**config.mk**
```make
export PLATFORM = sky130hd
export DESIGN_NAME = countdown_timer_p
export DESIGN_NICKNAME = d
export VERILOG_FILES = /design/src/rtl/countdown_pkg.sv /design/src/rtl/tick_prescaler.sv /design/src/rtl/countdown_timer_p.sv
export SDC_FILE = /design/constraint.sdc
export NUM_CORES = 1
export LEC_CHECK = 0
export CAP_MARGIN = 25
export CORE_MARGIN = 2
export CORE_UTILIZATION = 58
export DETAILED_ROUTE_END_ITERATION = 10
export PLACE_DENSITY = 0.9
export REMOVE_ABC_BUFFERS = 1
export SLEW_MARGIN = 5
export SYNTH_ARGS = -nofsm -noshare
export SYNTH_HDL_FRONTEND = slang
export SYNTH_HIERARCHICAL = 1
export SYNTH_SLANG_ARGS = --single-unit
```
**constraint.sdc**
```tcl
create_clock -name clk -period 5.8 [get_ports clk]
set_input_delay 0.87 -clock clk [delete_from_list [all_inputs] [get_ports clk]]
set_output_delay 0.87 -clock clk [all_outputs]
set_load 0.005 [all_outputs]
```
**src/rtl/countdown_pkg.sv**
```systemverilog
// Shared types and defaults for the countdown timer and its prescaler.
package countdown_pkg;

    typedef enum logic [1:0] {
        IDLE  = 2'd0,
        RUN   = 2'd1,
        PAUSE = 2'd2,
        DONE  = 2'd3
    } state_e;

    localparam int DEF_CNT_W    = 4;
    localparam int DEF_TICK_DIV = 1000;
    localparam int PRESC_W      = $clog2(DEF_TICK_DIV);

    function automatic int presc_width(input int div);
        return (div > 1) ? $clog2(div) : 1;
    endfunction

endpackage

```
**src/rtl/tick_prescaler.sv**
```systemverilog
// Free-running 0..TICK_DIV-1 divider; tick is combinational on the last phase while enabled.
module tick_prescaler
    import countdown_pkg::*;
#(
    parameter int TICK_DIV = DEF_TICK_DIV
) (
    input  logic clk,
    input  logic rst,
    input  logic clr,
    input  logic en,
    output logic tick
);

    localparam int            PW   = presc_width(TICK_DIV);
    localparam logic [PW-1:0] LAST = PW'(TICK_DIV - 1);

    logic [PW-1:0] cnt_q, cnt_d;

    assign tick = en && (cnt_q == LAST);

    // clr beats en so a load landing on a tick phase restarts the period
    always_comb begin
        cnt_d = cnt_q;
        if (clr) begin
            cnt_d = '0;
        end else if (en) begin
            cnt_d = (cnt_q == LAST) ? '0 : cnt_q + PW'(1);
        end
    end

    always_ff @(posedge clk or posedge rst) begin
        if (rst) begin
            cnt_q <= '0;
        end else begin
            cnt_q <= cnt_d;
        end
    end

endmodule

```
**src/rtl/countdown_timer_p.sv**
```systemverilog
// Programmable countdown timer with pause, one-shot/auto-reload and expiry flags.
// Define COUNTDOWN_WARN_EN to add the registered low-count `warn` output.
module countdown_timer_p
    import countdown_pkg::*;
#(
    parameter int CNT_W    = DEF_CNT_W,
    parameter int TICK_DIV = DEF_TICK_DIV
`ifdef COUNTDOWN_WARN_EN
    ,
    parameter int WARN_TH  = 3
`endif
) (
    input  logic             clk,
    input  logic             rst,
    input  logic             load,
    input  logic [CNT_W-1:0] load_val,
    input  logic             start,
    input  logic             pause,
    input  logic             auto_reload,
    output logic [CNT_W-1:0] count,
    output logic             running,
    output logic             tick,
    output logic             expire,
    output logic             over
`ifdef COUNTDOWN_WARN_EN
    ,
    output logic             warn
`endif
);

    localparam logic [CNT_W-1:0] ONE = CNT_W'(1);

    state_e           state_q, state_d;
    logic [CNT_W-1:0] count_q, count_d;
    logic [CNT_W-1:0] reload_q, reload_d;
    logic             running_q, running_d;
    logic             expire_q, expire_d;
    logic             over_q, over_d;
    logic             presc_clr, presc_en, tick_w;

    assign presc_en = (state_q == RUN) && !pause;

    tick_prescaler #(
        .TICK_DIV (TICK_DIV)
    ) u_presc (
        .clk  (clk),
        .rst  (rst),
        .clr  (presc_clr),
        .en   (presc_en),
        .tick (tick_w)
    );

    always_comb begin
        state_d   = state_q;
        count_d   = count_q;
        reload_d  = reload_q;
        over_d    = over_q;
        expire_d  = 1'b0;
        presc_clr = load;
        if (load) begin
            count_d  = load_val;
            reload_d = load_val;
            over_d   = 1'b0;
            state_d  = IDLE;
        end else begin
            case (state_q)
                IDLE: begin
                    if (start && !pause) begin
                        if (count_q == '0) begin
                            state_d  = DONE;
                            expire_d = 1'b1;
                            over_d   = 1'b1;
                        end else begin
                            state_d   = RUN;
                            presc_clr = 1'b1;
                        end
                    end
                end
                RUN: begin
                    if (pause) begin
                        state_d = PAUSE;
                    end else if (tick_w) begin
                        if (count_q > ONE) begin
                            count_d = count_q - ONE;
                        end else begin
                            expire_d = 1'b1;
                            over_d   = 1'b1;
                            // A zero reload value would park RUN at 0, so treat it as one-shot
                            if (auto_reload && (reload_q != '0)) begin
                                count_d = reload_q;
                            end else begin
                                count_d = '0;
                                state_d = DONE;
                            end
                        end
                    end
                end
                PAUSE: begin
                    if (start && !pause) begin
                        state_d = RUN;
                    end
                end
                default: ;
            endcase
        end
        running_d = (state_d == RUN);
    end

    always_ff @(posedge clk or posedge rst) begin
        if (rst) begin
            state_q   <= IDLE;
            count_q   <= '0;
            reload_q  <= '0;
            running_q <= 1'b0;
            expire_q  <= 1'b0;
            over_q    <= 1'b0;
        end else begin
            state_q   <= state_d;
            count_q   <= count_d;
            reload_q  <= reload_d;
            running_q <= running_d;
            expire_q  <= expire_d;
            over_q    <= over_d;
        end
    end

    assign count   = count_q;
    assign running = running_q;
    assign tick    = tick_w;
    assign expire  = expire_q;
    assign over    = over_q;

`ifdef COUNTDOWN_WARN_EN
    localparam logic [CNT_W-1:0] WARN_V = CNT_W'(WARN_TH);

    logic warn_q, warn_d;

    always_comb begin
        warn_d = ((state_q == RUN) || (state_q == PAUSE)) && (count_q != '0) && (count_q <= WARN_V);
    end

    always_ff @(posedge clk or posedge rst) begin
        if (rst) begin
            warn_q <= 1'b0;
        end else begin
            warn_q <= warn_d;
        end
    end

    assign warn = warn_q;
`endif

endmodule

```
==> reports/metrics.yaml <==
outcome:
  outcome: "finished, final reports clean"
critical_path:
  crit_path_max_fanout: 7
  critical_path_buf_inv_count: 3
  max_stage_delay_ns: 0.67
  cp-start-kind: "primary input"
  cp-end-kind: "primary output"
  path_delay_family: "buffers and inverters"
  critPathMostFrequentCell: "clkdlybuf4s50_1"
  r2r-end: "count[3]"
  required_ns: 4.93
  crit_slowest_cell: "nor3b_1"
  worst_ep_arrival_time_ns: 3.58
  timing.rr.start: "state_q[0]"
  rr_worst_depth: 7
  rrSetupSlack_ns: 2.77
  worstSetupPathType: "primary input to primary output"
  crit_chain: "clkdlybuf4s50_1 > nor3b_1 > inv_1 > nor4_1 > clkdlybuf4s50_1"
die:
  die_area_mm2: 0.00272
  fp.dieW_um: 52.1
  std_cell_rows: 17
  core_mm2: 0.00219
  io_pins: 18
  die_h_um: 52.1
  start_util_pct: 61.3
global_routing:
  grt_max_degree: 18
  grt_pass1_vias: 1113
  grt_pass1_wl_um: 4790
  overflow: 0
  antenna_found_initial: 0
  gr-usage-all-layers_pct: 24.0
sta:
  clock_skew_ns: 0.00483
  fin_tns_setup_ns: 0
  rsz0062_at_grt: "no"
  tightest_slew_ns: 0.749
  hold_viol_final: 0
  setup-violations-final: 0
  fmax_mhz: 225
  max_slew_margin_pct: 49.9
  min_period_ns: 4.45
  drv_slew: 0
  fin_crit_sh_pct: 76.7
synth:
  yosys-top-cells-area: "dfrtp_1, a21oi_1, inv_1"
  synthCells: 138
  yosysWarningCount: 6
  synthFlopType: "dfrtp_1"
  yosysMostFrequentCell: "dfrtp_1"
  avgSynthCellArea_um2: 9.74
  synth_cell_types: 46
  syn_area_mm2: 0.00134
  synth_commonest_cells: "dfrtp_1, inv_1, a21oi_1, nand2_1, nor2_1"
  synth_top_cell_area_share_pct: 42.8
  async_reset_ff_share_pct: 100
  synth_top_area_cell: "dfrtp_1"
  ys_seq_elements: 23
  synth_edf_count: 0
  yosysSeqAreaShare_pct: 42.8
routing:
  ant_nets: 0
  vias: 1128
  drc: 0
  wl_per_cell_um: 16.0
  drtIter0Drc: 31
  wl_um: 2930
  vias_per_cell: 6.16
  drt_first_pass_iters: 4
cts:
  post_cts_buffers: 0
  postCtsHoldBufs: 0
  clkTransAtPathRegs_ns: 0.12
  htreeDepth: 1
  clk_path_buf_depth: 2
  numClockSinks: 23
  numCtsBuffers: 3
  clk_latency_ns: 0.30
  root_buffer: "clkbuf_4"
  cts_tree: "built"
  post_cts_resized: 0
place:
  post-dp-hpwl_um: 2230
  gp_congestion: 0.894
  io_buffers: 17
layout:
  num_antenna_cells: 0
  final_util_pct: 70.5
  nets: 170
  syn_to_final_growth_pct: 15.0
  drive_above_1_share_pct: 9.03
job:
  cap_viol_max_count: 0
power_and_ir_drop:
  p_leak_nw: 0.626
  ir_drop_mv: 0.162
  powerDensity_mw_per_mm2: 193
min_path:
  holdPathStages: 2
  hp-start: "over"
  whs_endpoint: "over"
  worst_hold_path_type: "register to register"
[per-layer routing]
metal,up-vias,part of all wire [%],global-route usage (%)
li1,546,-,-
met1,544,41,25.7
met2,30,54,45.8
met3,8,2.9,4.60
met4,0,1.8,8.97
met5,-,0,0
[worst max path at each step]
stage           from  endpoint  slack [ns]  cells after the start
2_1_floorplan  pause      tick        2.76                      3
3_3_place_gp   pause      tick        1.45                      5
3_5_place_dp   pause      tick        1.39                      5
4_1_cts        pause      tick        1.38                      5
5_1_grt        pause      tick        1.21                      5
6_report       pause      tick        1.35                      5
[cell usage in the layout (no fill, tap or decap), drive strengths merged, types with 2 or more instances in the layout]
| cell | n |
|---|---|
| dfrtp | 23 |
| clkdlybuf4s50 | 17 |
| inv | 15 |
| a21oi | 14 |
| nand2 | 12 |
| nor2 | 9 |
| o21ai | 8 |
| o31ai | 6 |
| ha | 4 |
| or4 | 4 |
| clkbuf | 3 |
| o41ai | 3 |
| a21o | 2 |
| nor3b | 2 |
| a31oi | 2 |
| nor4 | 2 |
| and4 | 2 |
| o311ai | 2 |
| o211ai | 2 |
| nand3 | 2 |
| nor3 | 2 |
[area by class of cell]
class | count | area (um^2)
Timing Repair Buffer | 17 | 170
Fill cell | 181 | 646
Sequential cell | 23 | 576
Clock buffer | 3 | 22.5
Tap cell | 28 | 35.0
Inverter | 15 | 56.3
Clock inverter | 1 | 5.00
Multi-Input combinational cell | 96 | 681
[state kept, by name, indices dropped and copies added, names as in the netlist]
name / cells
u_presc/cnt_q: 10
count: 4
reload_q: 4
state_q: 2
expire: 1
over: 1
running: 1
[power breakdown]
part / switching [mW] / internal, mW / total [mW]
combinational: 0.0259 / 0.0237 / 0.0496
sequential: 0.00945 / 0.167 / 0.176
clock: 0.0468 / 0.0257 / 0.0725
total: 0.0822 / 0.216 / 0.298
[worst min-delay path: cells and delay by family, from the launching register on]
family                 cells  cell delay, ns
AO/OA/AOI/OAI              1            0.05
buffers and inverters      1            0.05
flip-flops                 1            0.40
[cells by family after synthesis]
group           share of synthesized area, %
compound gates                          23.8
simple gates                            21.8
flops                                   42.8
buf+inv                                 6.52
fa+ha+maj                               3.72
xor+xnor                                1.30
[per-stage QoR]
step                total power [mW]  instance area [um^2]  hold WS (ns)  cells  worst slack, ns
floorplan                      0.205                  1310         0.505    134             2.76
global placement               0.226                  1520         0.505    179             1.45
detailed placement             0.229                  1520         0.513    179             1.39
CTS                            0.301                  1550         0.532    183             1.38
global route                   0.313                  1550         0.557    183             1.21
finish                         0.298                  1550         0.528    183             1.35
(Power assumes the default switching activity.)
